`config.mk`:
```
export PLATFORM = sky130hd
export DESIGN_NAME = uart_phy
export DESIGN_NICKNAME = d
export VERILOG_FILES = /design/src/rtl/uart_phy_pkg.sv /design/src/rtl/uart_rx_deser.sv /design/src/rtl/uart_phy.sv
export SDC_FILE = /design/constraint.sdc
export NUM_CORES = 1
export LEC_CHECK = 0
export ABC_AREA = 1
export ABC_CLOCK_PERIOD_IN_PS = 1710
export CAP_MARGIN = 20
export CORE_AREA = 2 2 124 126
export DETAILED_ROUTE_END_ITERATION = 16
export DIE_AREA = 0 0 126 128
export HOLD_SLACK_MARGIN = 0.03
export MAX_ROUTING_LAYER = met4
export RECOVER_POWER = 100
export SLEW_MARGIN = 30
export SYNTH_ARGS = -nofsm -noshare
export SYNTH_HDL_FRONTEND = slang
export SYNTH_SLANG_ARGS = --single-unit
```
`constraint.sdc`:
```
create_clock -name clk -period 1.71 [get_ports clk]
set_input_delay 0.171 -clock clk [delete_from_list [all_inputs] [get_ports clk]]
set_output_delay 0.171 -clock clk [all_outputs]
set_load 0.05 [all_outputs]
```
`src/rtl/uart_phy_pkg.sv`:
```
// Shared definitions for the UART physical layer: FSM state encoding and frame constants.
// Both the receive deserialiser and the transmit serialiser walk the same four states.
package uart_phy_pkg;

    typedef enum logic [1:0] {
        ST_IDLE  = 2'd0,
        ST_START = 2'd1,
        ST_DATA  = 2'd2,
        ST_STOP  = 2'd3
    } uart_state_e;

    localparam int unsigned DATA_BITS    = 8;
    localparam logic [2:0]  LAST_BIT_IDX = 3'(DATA_BITS - 1);

endpackage

```
`src/rtl/uart_rx_deser.sv`:
```
// UART 8N1 receive deserialiser: input synchroniser, RX FSM, single-byte holding register
// and one-cycle frame-error / overrun pulses.
module uart_rx_deser
    import uart_phy_pkg::*;
#(
    parameter int unsigned CLKS_PER_BIT = 868
) (
    input  logic       clk,
    input  logic       m_aresetn,
    input  logic       uart_rxd,
    output logic       rx_valid,
    output logic [7:0] rx_data,
    input  logic       rx_ready,
    output logic       rx_frame_err,
    output logic       rx_overrun
);

    localparam int unsigned         CNT_W    = $clog2(CLKS_PER_BIT + 1);
    localparam logic [CNT_W-1:0]    CNT_FULL = CNT_W'(CLKS_PER_BIT);
    localparam logic [CNT_W-1:0]    CNT_HALF = CNT_W'(CLKS_PER_BIT / 2);
    localparam logic [CNT_W-1:0]    CNT_ONE  = CNT_W'(1);

    logic [1:0]       sync_q, sync_d;
    logic             rxs_prev_q, rxs_prev_d;
    logic             rxs;
    uart_state_e      state_q, state_d;
    logic [CNT_W-1:0] cnt_q, cnt_d;
    logic [2:0]       idx_q, idx_d;
    logic [7:0]       shift_q, shift_d;
    logic             valid_q, valid_d;
    logic [7:0]       data_q, data_d;
    logic             ferr_q, ferr_d;
    logic             ovr_q, ovr_d;
    logic             bit_done;
    logic             holding_free;

    assign rxs          = sync_q[1];
    assign bit_done     = (cnt_q == CNT_ONE);
    assign holding_free = !valid_q || rx_ready;

    // Synchroniser shift and previous-sample tracking for falling-edge detection.
    always_comb begin
        sync_d     = {sync_q[0], uart_rxd};
        rxs_prev_d = rxs;
    end

    // Synchroniser state; resets to the idle-high line level so reset never looks like a start edge.
    always_ff @(posedge clk or negedge m_aresetn) begin
        if (!m_aresetn) begin
            sync_q     <= 2'b11;
            rxs_prev_q <= 1'b1;
        end else begin
            sync_q     <= sync_d;
            rxs_prev_q <= rxs_prev_d;
        end
    end

    // RX FSM next state, bit sampling and holding-register update.
    always_comb begin
        state_d = state_q;
        cnt_d   = cnt_q;
        idx_d   = idx_q;
        shift_d = shift_q;
        data_d  = data_q;
        ferr_d  = 1'b0;
        ovr_d   = 1'b0;
        if (valid_q && rx_ready) begin
            valid_d = 1'b0;
        end else begin
            valid_d = valid_q;
        end

        case (state_q)
            ST_IDLE: begin
                if (rxs_prev_q && !rxs) begin
                    state_d = ST_START;
                    cnt_d   = CNT_HALF;
                end else begin
                    state_d = ST_IDLE;
                end
            end
            ST_START: begin
                if (bit_done) begin
                    // A line that is already high again mid-start-bit was only a glitch.
                    if (!rxs) begin
                        state_d = ST_DATA;
                        cnt_d   = CNT_FULL;
                        idx_d   = 3'd0;
                    end else begin
                        state_d = ST_IDLE;
                    end
                end else begin
                    cnt_d = cnt_q - CNT_ONE;
                end
            end
            ST_DATA: begin
                if (bit_done) begin
                    shift_d[idx_q] = rxs;
                    cnt_d          = CNT_FULL;
                    if (idx_q == LAST_BIT_IDX) begin
                        state_d = ST_STOP;
                    end else begin
                        idx_d = idx_q + 3'd1;
                    end
                end else begin
                    cnt_d = cnt_q - CNT_ONE;
                end
            end
            ST_STOP: begin
                if (bit_done) begin
                    // Returning to IDLE mid-stop-bit lets the next start edge follow with no gap.
                    state_d = ST_IDLE;
                    if (!rxs) begin
                        ferr_d = 1'b1;
                    end else if (holding_free) begin
                        valid_d = 1'b1;
                        data_d  = shift_q;
                    end else begin
                        ovr_d = 1'b1;
                    end
                end else begin
                    cnt_d = cnt_q - CNT_ONE;
                end
            end
            default: begin
                state_d = ST_IDLE;
            end
        endcase
    end

    // RX FSM, counter, shift and holding registers.
    always_ff @(posedge clk or negedge m_aresetn) begin
        if (!m_aresetn) begin
            state_q <= ST_IDLE;
            cnt_q   <= '0;
            idx_q   <= 3'd0;
            shift_q <= 8'h00;
            valid_q <= 1'b0;
            data_q  <= 8'h00;
            ferr_q  <= 1'b0;
            ovr_q   <= 1'b0;
        end else begin
            state_q <= state_d;
            cnt_q   <= cnt_d;
            idx_q   <= idx_d;
            shift_q <= shift_d;
            valid_q <= valid_d;
            data_q  <= data_d;
            ferr_q  <= ferr_d;
            ovr_q   <= ovr_d;
        end
    end

    assign rx_valid     = valid_q;
    assign rx_data      = data_q;
    assign rx_frame_err = ferr_q;
    assign rx_overrun   = ovr_q;

endmodule

```
`src/rtl/uart_phy.sv`:
```
// Byte-level UART 8N1 PHY: RX deserialiser instance plus an inline TX serialiser,
// each on its own valid/ready stream and fully independent.
module uart_phy
    import uart_phy_pkg::*;
#(
    parameter int unsigned CLKS_PER_BIT = 868
) (
    input  logic       clk,
    input  logic       m_aresetn,
    input  logic       uart_rxd,
    output logic       uart_txd,
    output logic       rx_valid,
    output logic [7:0] rx_data,
    input  logic       rx_ready,
    output logic       rx_frame_err,
    output logic       rx_overrun,
    input  logic       tx_valid,
    input  logic [7:0] tx_data,
    output logic       tx_ready
);

    localparam int unsigned      CNT_W    = $clog2(CLKS_PER_BIT + 1);
    localparam logic [CNT_W-1:0] CNT_FULL = CNT_W'(CLKS_PER_BIT);
    localparam logic [CNT_W-1:0] CNT_ONE  = CNT_W'(1);

    uart_rx_deser #(
        .CLKS_PER_BIT (CLKS_PER_BIT)
    ) u_rx (
        .clk          (clk),
        .m_aresetn    (m_aresetn),
        .uart_rxd     (uart_rxd),
        .rx_valid     (rx_valid),
        .rx_data      (rx_data),
        .rx_ready     (rx_ready),
        .rx_frame_err (rx_frame_err),
        .rx_overrun   (rx_overrun)
    );

    uart_state_e      tx_state_q, tx_state_d;
    logic [CNT_W-1:0] tx_cnt_q, tx_cnt_d;
    logic [2:0]       tx_idx_q, tx_idx_d;
    logic [7:0]       tx_shift_q, tx_shift_d;
    logic             txd_q, txd_d;
    logic             tx_ready_q, tx_ready_d;
    logic             tx_bit_done;

    assign tx_bit_done = (tx_cnt_q == CNT_ONE);

    // TX FSM next state and next line level; the line register changes on the same edge as the state.
    always_comb begin
        tx_state_d = tx_state_q;
        tx_cnt_d   = tx_cnt_q;
        tx_idx_d   = tx_idx_q;
        tx_shift_d = tx_shift_q;
        txd_d      = txd_q;

        case (tx_state_q)
            ST_IDLE: begin
                if (tx_valid && tx_ready_q) begin
                    tx_state_d = ST_START;
                    tx_shift_d = tx_data;
                    tx_cnt_d   = CNT_FULL;
                    txd_d      = 1'b0;
                end else begin
                    txd_d = 1'b1;
                end
            end
            ST_START: begin
                if (tx_bit_done) begin
                    tx_state_d = ST_DATA;
                    tx_cnt_d   = CNT_FULL;
                    tx_idx_d   = 3'd0;
                    txd_d      = tx_shift_q[0];
                end else begin
                    tx_cnt_d = tx_cnt_q - CNT_ONE;
                end
            end
            ST_DATA: begin
                if (tx_bit_done) begin
                    tx_cnt_d = CNT_FULL;
                    if (tx_idx_q == LAST_BIT_IDX) begin
                        tx_state_d = ST_STOP;
                        txd_d      = 1'b1;
                    end else begin
                        tx_idx_d   = tx_idx_q + 3'd1;
                        tx_shift_d = {1'b0, tx_shift_q[7:1]};
                        txd_d      = tx_shift_q[1];
                    end
                end else begin
                    tx_cnt_d = tx_cnt_q - CNT_ONE;
                end
            end
            ST_STOP: begin
                if (tx_bit_done) begin
                    tx_state_d = ST_IDLE;
                end else begin
                    tx_cnt_d = tx_cnt_q - CNT_ONE;
                end
            end
            default: begin
                tx_state_d = ST_IDLE;
                txd_d      = 1'b1;
            end
        endcase

        tx_ready_d = (tx_state_d == ST_IDLE);
    end

    // TX FSM, counter, shift register and registered line/ready outputs.
    always_ff @(posedge clk or negedge m_aresetn) begin
        if (!m_aresetn) begin
            tx_state_q <= ST_IDLE;
            tx_cnt_q   <= '0;
            tx_idx_q   <= 3'd0;
            tx_shift_q <= 8'h00;
            txd_q      <= 1'b1;
            tx_ready_q <= 1'b1;
        end else begin
            tx_state_q <= tx_state_d;
            tx_cnt_q   <= tx_cnt_d;
            tx_idx_q   <= tx_idx_d;
            tx_shift_q <= tx_shift_d;
            txd_q      <= txd_d;
            tx_ready_q <= tx_ready_d;
        end
    end

    assign uart_txd = txd_q;
    assign tx_ready = tx_ready_q;

endmodule
```
**Yosys cells after proc, flatten, opt, wreduce, memory -nomap -nowiden**

Cells that the tools add are included.

- Bits in registers: 62
- Input bits: 13
- Output and inout port bits: 13
- Word-level logic and storage cells: 126

- Add/sub/neg operators: 4
- $lt $le $gt $ge: 2
- Equal/unequal tests: 24
- Multiplexer cells: 56
- Reductions and logical operators: 24

Operators with widths:

| kind | number |
|---|---|
| 10-bit two-way mux | 8 |
| 10-bit one-hot mux with 4 select lines | 1 |
| 10-bit one-hot mux with 3 select lines | 1 |
| 8-bit two-way mux | 3 |
| 3-bit two-way mux | 7 |
| 10-bit by 1-bit equality test with 1-bit output, second input constant | 2 |
| 2-bit two-way mux | 10 |
| 10-bit by 1-bit subtractor with 10-bit output, second input constant | 2 |
| 1-bit two-way mux | 18 |
| 2-bit inequality test, second input constant | 8 |
| 2-bit one-hot mux with 4 select lines | 2 |
| 8-bit one-hot mux with 2 select lines | 1 |
| 4-bit AND reduction | 4 |
| 3-bit one-hot mux with 2 select lines | 2 |
| 2-bit by 1-bit inequality test with 1-bit output, second input constant | 5 |
| 8-bit bitwise mux | 1 |
| 2-bit equality test, second input constant | 4 |
| 3-bit by 1-bit adder with 3-bit output, second input constant | 2 |
| 3-bit equality test, second input constant | 2 |
| 2-bit zero test | 3 |
| 3-bit AND reduction | 2 |
| 2-bit nonzero test | 3 |
| 5-bit AND reduction | 1 |
| 2-bit by 1-bit equality test with 1-bit output, second input constant | 2 |
| other kinds (11) | 16 |

**Depth between registers and ports, before layout**

- Depth after elaboration: 6
- Gate-level depth with buffers: 11
- Mapped depth without buffers: 10

**Cells and area by module**

A second synthesis with hierarchy kept.

- Cells, all modules: 491
- Area total of the unflattened synthesis: 3739.8 um2

Modules (own cells, without submodules):

| module | instances | cells an instance | area each (um2) | seq. area each (um2) |
|---|---|---|---|---|
| uart_rx_deser | 1 | 259 | 2059.5 | 929.6 |
| uart_phy | 1 | 232 | 1680.4 | 628.1 |

**Least setup slack after synthesis**

No wires, ideal clock.

- Path kind: reg2reg
- From: reg tx_ready_q, in the netlist tx_ready
- To: reg tx_cnt_q[7]
- Library setup time: 0.113 ns
- Data arrival time: 1.457 ns
- Required time: 1.597 ns
- Setup slack: 0.140 ns
- Stages on the path, launching flop included: 8
- Path buffers: 0
- Clock period less this slack: 1.570 ns
- Path through: dfstp_2 > nand2_1 > nand2_1 > nand2_2 > inv_2 > o21ai_1 > nand2_1 > inv_1

- Word-level cells in the longest chain between the ends: 3

Ends and longest elaborated chain:

| item | RTL line | RTL |
|---|---|---|
| start, declared | uart_phy.sv:44 | `logic tx_ready_q, tx_ready_d;` |
| start signal, assigned | uart_phy.sv:124 | `tx_ready_q <= tx_ready_d;` |
| 1-bit logical AND | uart_phy.sv:59 | `if (tx_valid && tx_ready_q) begin` |
| 2-bit inequality test (no line) | n/a |  |
| 2-bit AND reduction (no line) | n/a |  |
| end signal, assigned | uart_phy.sv:120 | `tx_cnt_q <= tx_cnt_d;` |
| end, declared | uart_phy.sv:40 | `logic [CNT_W-1:0] tx_cnt_q, tx_cnt_d;` |

Every way passes these cells.
A chain may end at the register's enable or synchronous reset.

**Worst setup path in the final report**

- From: reg u_rx.data_q[1], in the netlist u_rx.rx_data[1]
- To: out rx_data[1]

RTL lines:

| item | RTL line | RTL |
|---|---|---|
| start, declared | uart_rx_deser.sv:31 | `logic [7:0] data_q, data_d;` |
| start signal, assigned | uart_rx_deser.sv:148 | `data_q <= data_d;` |
| end, declared | uart_phy.sv:13 | `output logic [7:0] rx_data,` |

No word-level cell between the ends.

==> impl_results.md <==
- First-pass GRT wire length: about 13000 um
- Clock Tree Buf Depth: 2
- Switching share of power: 31.51%
- Worst-path clk slew: ~0.050 ns
- Power per cell area: 1080 nW/um2
- Max Fclk: 600.9 MHz
- WL/cell: 10.73 um
- Fin nets: about 540
- Die Y: roughly 130 um
- Aggregate routed wire length: 7535 um
- Initial Util: between 20% and 30%
- Yosys cell types: 36
- CP max FO: 2
- Post-Syn Area per Cell: roughly 7.8 um2
- Crit. End Element: output port
- Most common cell after layout, fill and taps aside: nand2_1
- Max cap viols: 0
- Synthesized flop and latch total: between 60 and 70
- Grt total ovfl: 0
- Overall Global Routing Usage: 10.47%
- Max VDD drop: about 0.47 mV
- H-tree Lvls: 3
- Critical path startpoint category: register
- Final instance area: 4451 um2
- Filler cell count: between 1500 and 2000
- Vias in the first global route: ~2800
- Critical path cell sequence: clkdlybuf4s50_1
- Lkg Pwr: roughly 0.0021 uW
- DP Area: a little over 4000 um2
- Int Power: about 3300 uW
- HP Start: u_rx.sync_q[0]
- TritonCTS clock tree: yes
- Num CTS Buffers: 9
- Reg power frac: 35.5%
- Final hold vios: 0
- Pre-antenna DRT Iters: 4
- Post-DP HPWL: roughly 5400 um
- Power share of the clock group: 41.0%
- Max_slew headroom: about 44%
- Worst-margin pin slew: between 0.8 and 0.9 ns
- RSZ-0062 raised after global routing: yes
- Synth top area cells: dfrtp_1 39%, nand2_1 13%, ha_1 5.9%
- Vias/cell: approximately 4.2
- Core area: ~15000 um2
- Initial antenna violation count: 0
- Reg2Reg Depth: 8
- Switching pwr: between 1500 and 2000 uW
- ANT nets after route: 0
- Starting DRT DRC Count: ~240
- Ports: 26
- CP required: between 1.5 and 2 ns
- Cell Rows: 45
- Port bufs: 25
- Outcome: completed
- Syn Inst Count: ~470
- Critical path type: register to output port
- Critical Path AT: roughly 1.5 ns
- Hold Path Depth: 0
- Critical path's largest stage delay: approximately 0.81 ns
- Area growth syn-to-layout: 23.12%
- Most frequent cells in the layout: 130 x nand2_1, 57 x dfrtp_1, 50 x inv_1, 50 x nor2_1, 34 x nand3_1
- Skew-Pair Late Insertion Delay: roughly 0.33 ns
- Worst path bufs/invs: 1
- Combinational Power Share: 23.5%
- Post-synthesis instance area: about 3600 um2
- Total of warnings raised by yosys: 0
- Die Area: 16130 um2
- Top-area cell type share of the netlist area: roughly 40%
- # DRC: 0
- Crit share post-route: between 90% and 100%
- Min-Delay Endpoint: u_rx.sync_q[1]
- Seq/Total Area, Yosys: 43.09%
- Multi-input combinational cell area: 1788 um2
- RR Endpoint: tx_cnt_q[4]
- Final Setup Violations: 0
- Worst hold-check path type: register to register
- Dominant cell type by area after synthesis: dfrtp_1
- Crit-path leading delay family: buffers and inverters
- Slew Viols, Final: 0
- Die Wd: 126 um
- Critical R2R Launch: tx_state_q[0]
- Ant. Diodes: 0
- TritonCTS Sinks: 62
- Share of layout cells above drive strength 1: 15.37%
- CP max-delay cell: clkdlybuf4s50_1
- R2R Setup Slk: roughly 0.08 ns
- Final min period: roughly 1.7 ns
- Root Buffer: clkbuf_16
- Total number of vias: 2975
- Final core utilization: between 20% and 30%
- Register area: 1558 um2
- Largest net degree at the start of global routing: 63
- RD Place Congestion: just over 0.8
- Post-synth net total: ~500
- Clock Skew: 0.005015 ns
flip-flops by register name, summed over array words and instances, names as in the netlist, 2 cells and up, named ones only:
| register | cells |
|---|---|
| u_rx.shift_q | 8 |
| u_rx.rx_data | 8 |
| tx_cnt_q | 10 |
| u_rx.idx_q | 3 |
| u_rx.cnt_q | 10 |
| u_rx.sync_q | 2 |
| tx_idx_q | 3 |
| tx_state_q | 2 |
| tx_shift_q | 8 |
per-layer routing:
layer  track usage, %  vias up  part of all wire, %
met3            3.297       11                  3.6
met4            3.814        0                  1.6
met1            13.39     1339                   50
met5                -        -                    0
li1                 -     1584                    -
met2            15.62       41                   45
metrics by stage:
stage / total power, uW / hold WS (ns) / worst slack, ns / TNS, ns / cells
CTS: 4857 / 0.2322 / 0.008862 / 0 / 700
detailed placement: 2857 / 0.2106 / -0.1094 / -0.3008 / 683
floorplan: 2563 / -0.1246 / 0.1403 / 0 / 465
global placement: 2850 / 0.2153 / -0.07064 / -0.07064 / 683
global route: 5130 / 0.3575 / -0.01061 / -0.01283 / 702
finish: 4806 / 0.3535 / 0.04590 / 0 / 702
power by group through the flow:
stage,registers [uW],clock network [uW],logic [uW]
global placement,1730,0,1120
global route,1730,2080,1320
finish,1710,1970,1130
detailed placement,1730,0,1130
floorplan,1700,0,861
CTS,1710,2020,1130
synth_stat cells, drive strengths merged:
cell type  count
nor2          58
or2            2
dfrtp         57
o21bai         1
o211ai         1
inv           60
nand2        136
clkbuf         2
nand3b         3
o31ai          1
nand4          8
buf            4
nand3         38
xnor2          2
nor3           5
ha            17
o22ai          2
o21ai         45
dfstp          5
clkinv         3
xor2           1
a21oi         13
a21boi         1
worst max path at each step:
stage                          startpoint  cells after the start              end
after floorplan                  tx_ready                      7      tx_cnt_q[7]
after global placement      tx_state_q[0]                      5    tx_shift_q[0]
after detailed placement    tx_state_q[0]                      5    tx_shift_q[0]
after CTS                   u_rx.rx_valid                      1         rx_valid
after global routing      u_rx.state_q[0]                      6  u_rx.state_q[0]
final                     u_rx.rx_data[1]                      1       rx_data[1]
area by class of cell:
cell class | count | area share [%]
sequential | 62 | 35.00
timing repair buffer | 39 | 7.085
multi-input combinational | 334 | 40.17
clock buffer | 12 | 5.538
tap | 188 | 5.285
clock inverter | 4 | 1.574
inverter | 63 | 5.342
logic make-up after synthesis:
kind of cell	synth area share [%]
flops	43.09
simple gates	31.88
fa+ha+maj	5.884
buf+inv	7.650
compound gates	10.77
xor+xnor	0.7270
what timing repair did:
action / 4_1_cts / 5_1_grt
setup endpoints to repair: 10 / 25
buffers inserted: 0 / 2
resized for setup: 2 / 7
hold endpoints to repair: 57 / 0
hold buffers: 1 / 0
gates cloned: 0 / 0
No activity file was read; power rests on OpenSTA's default activity.
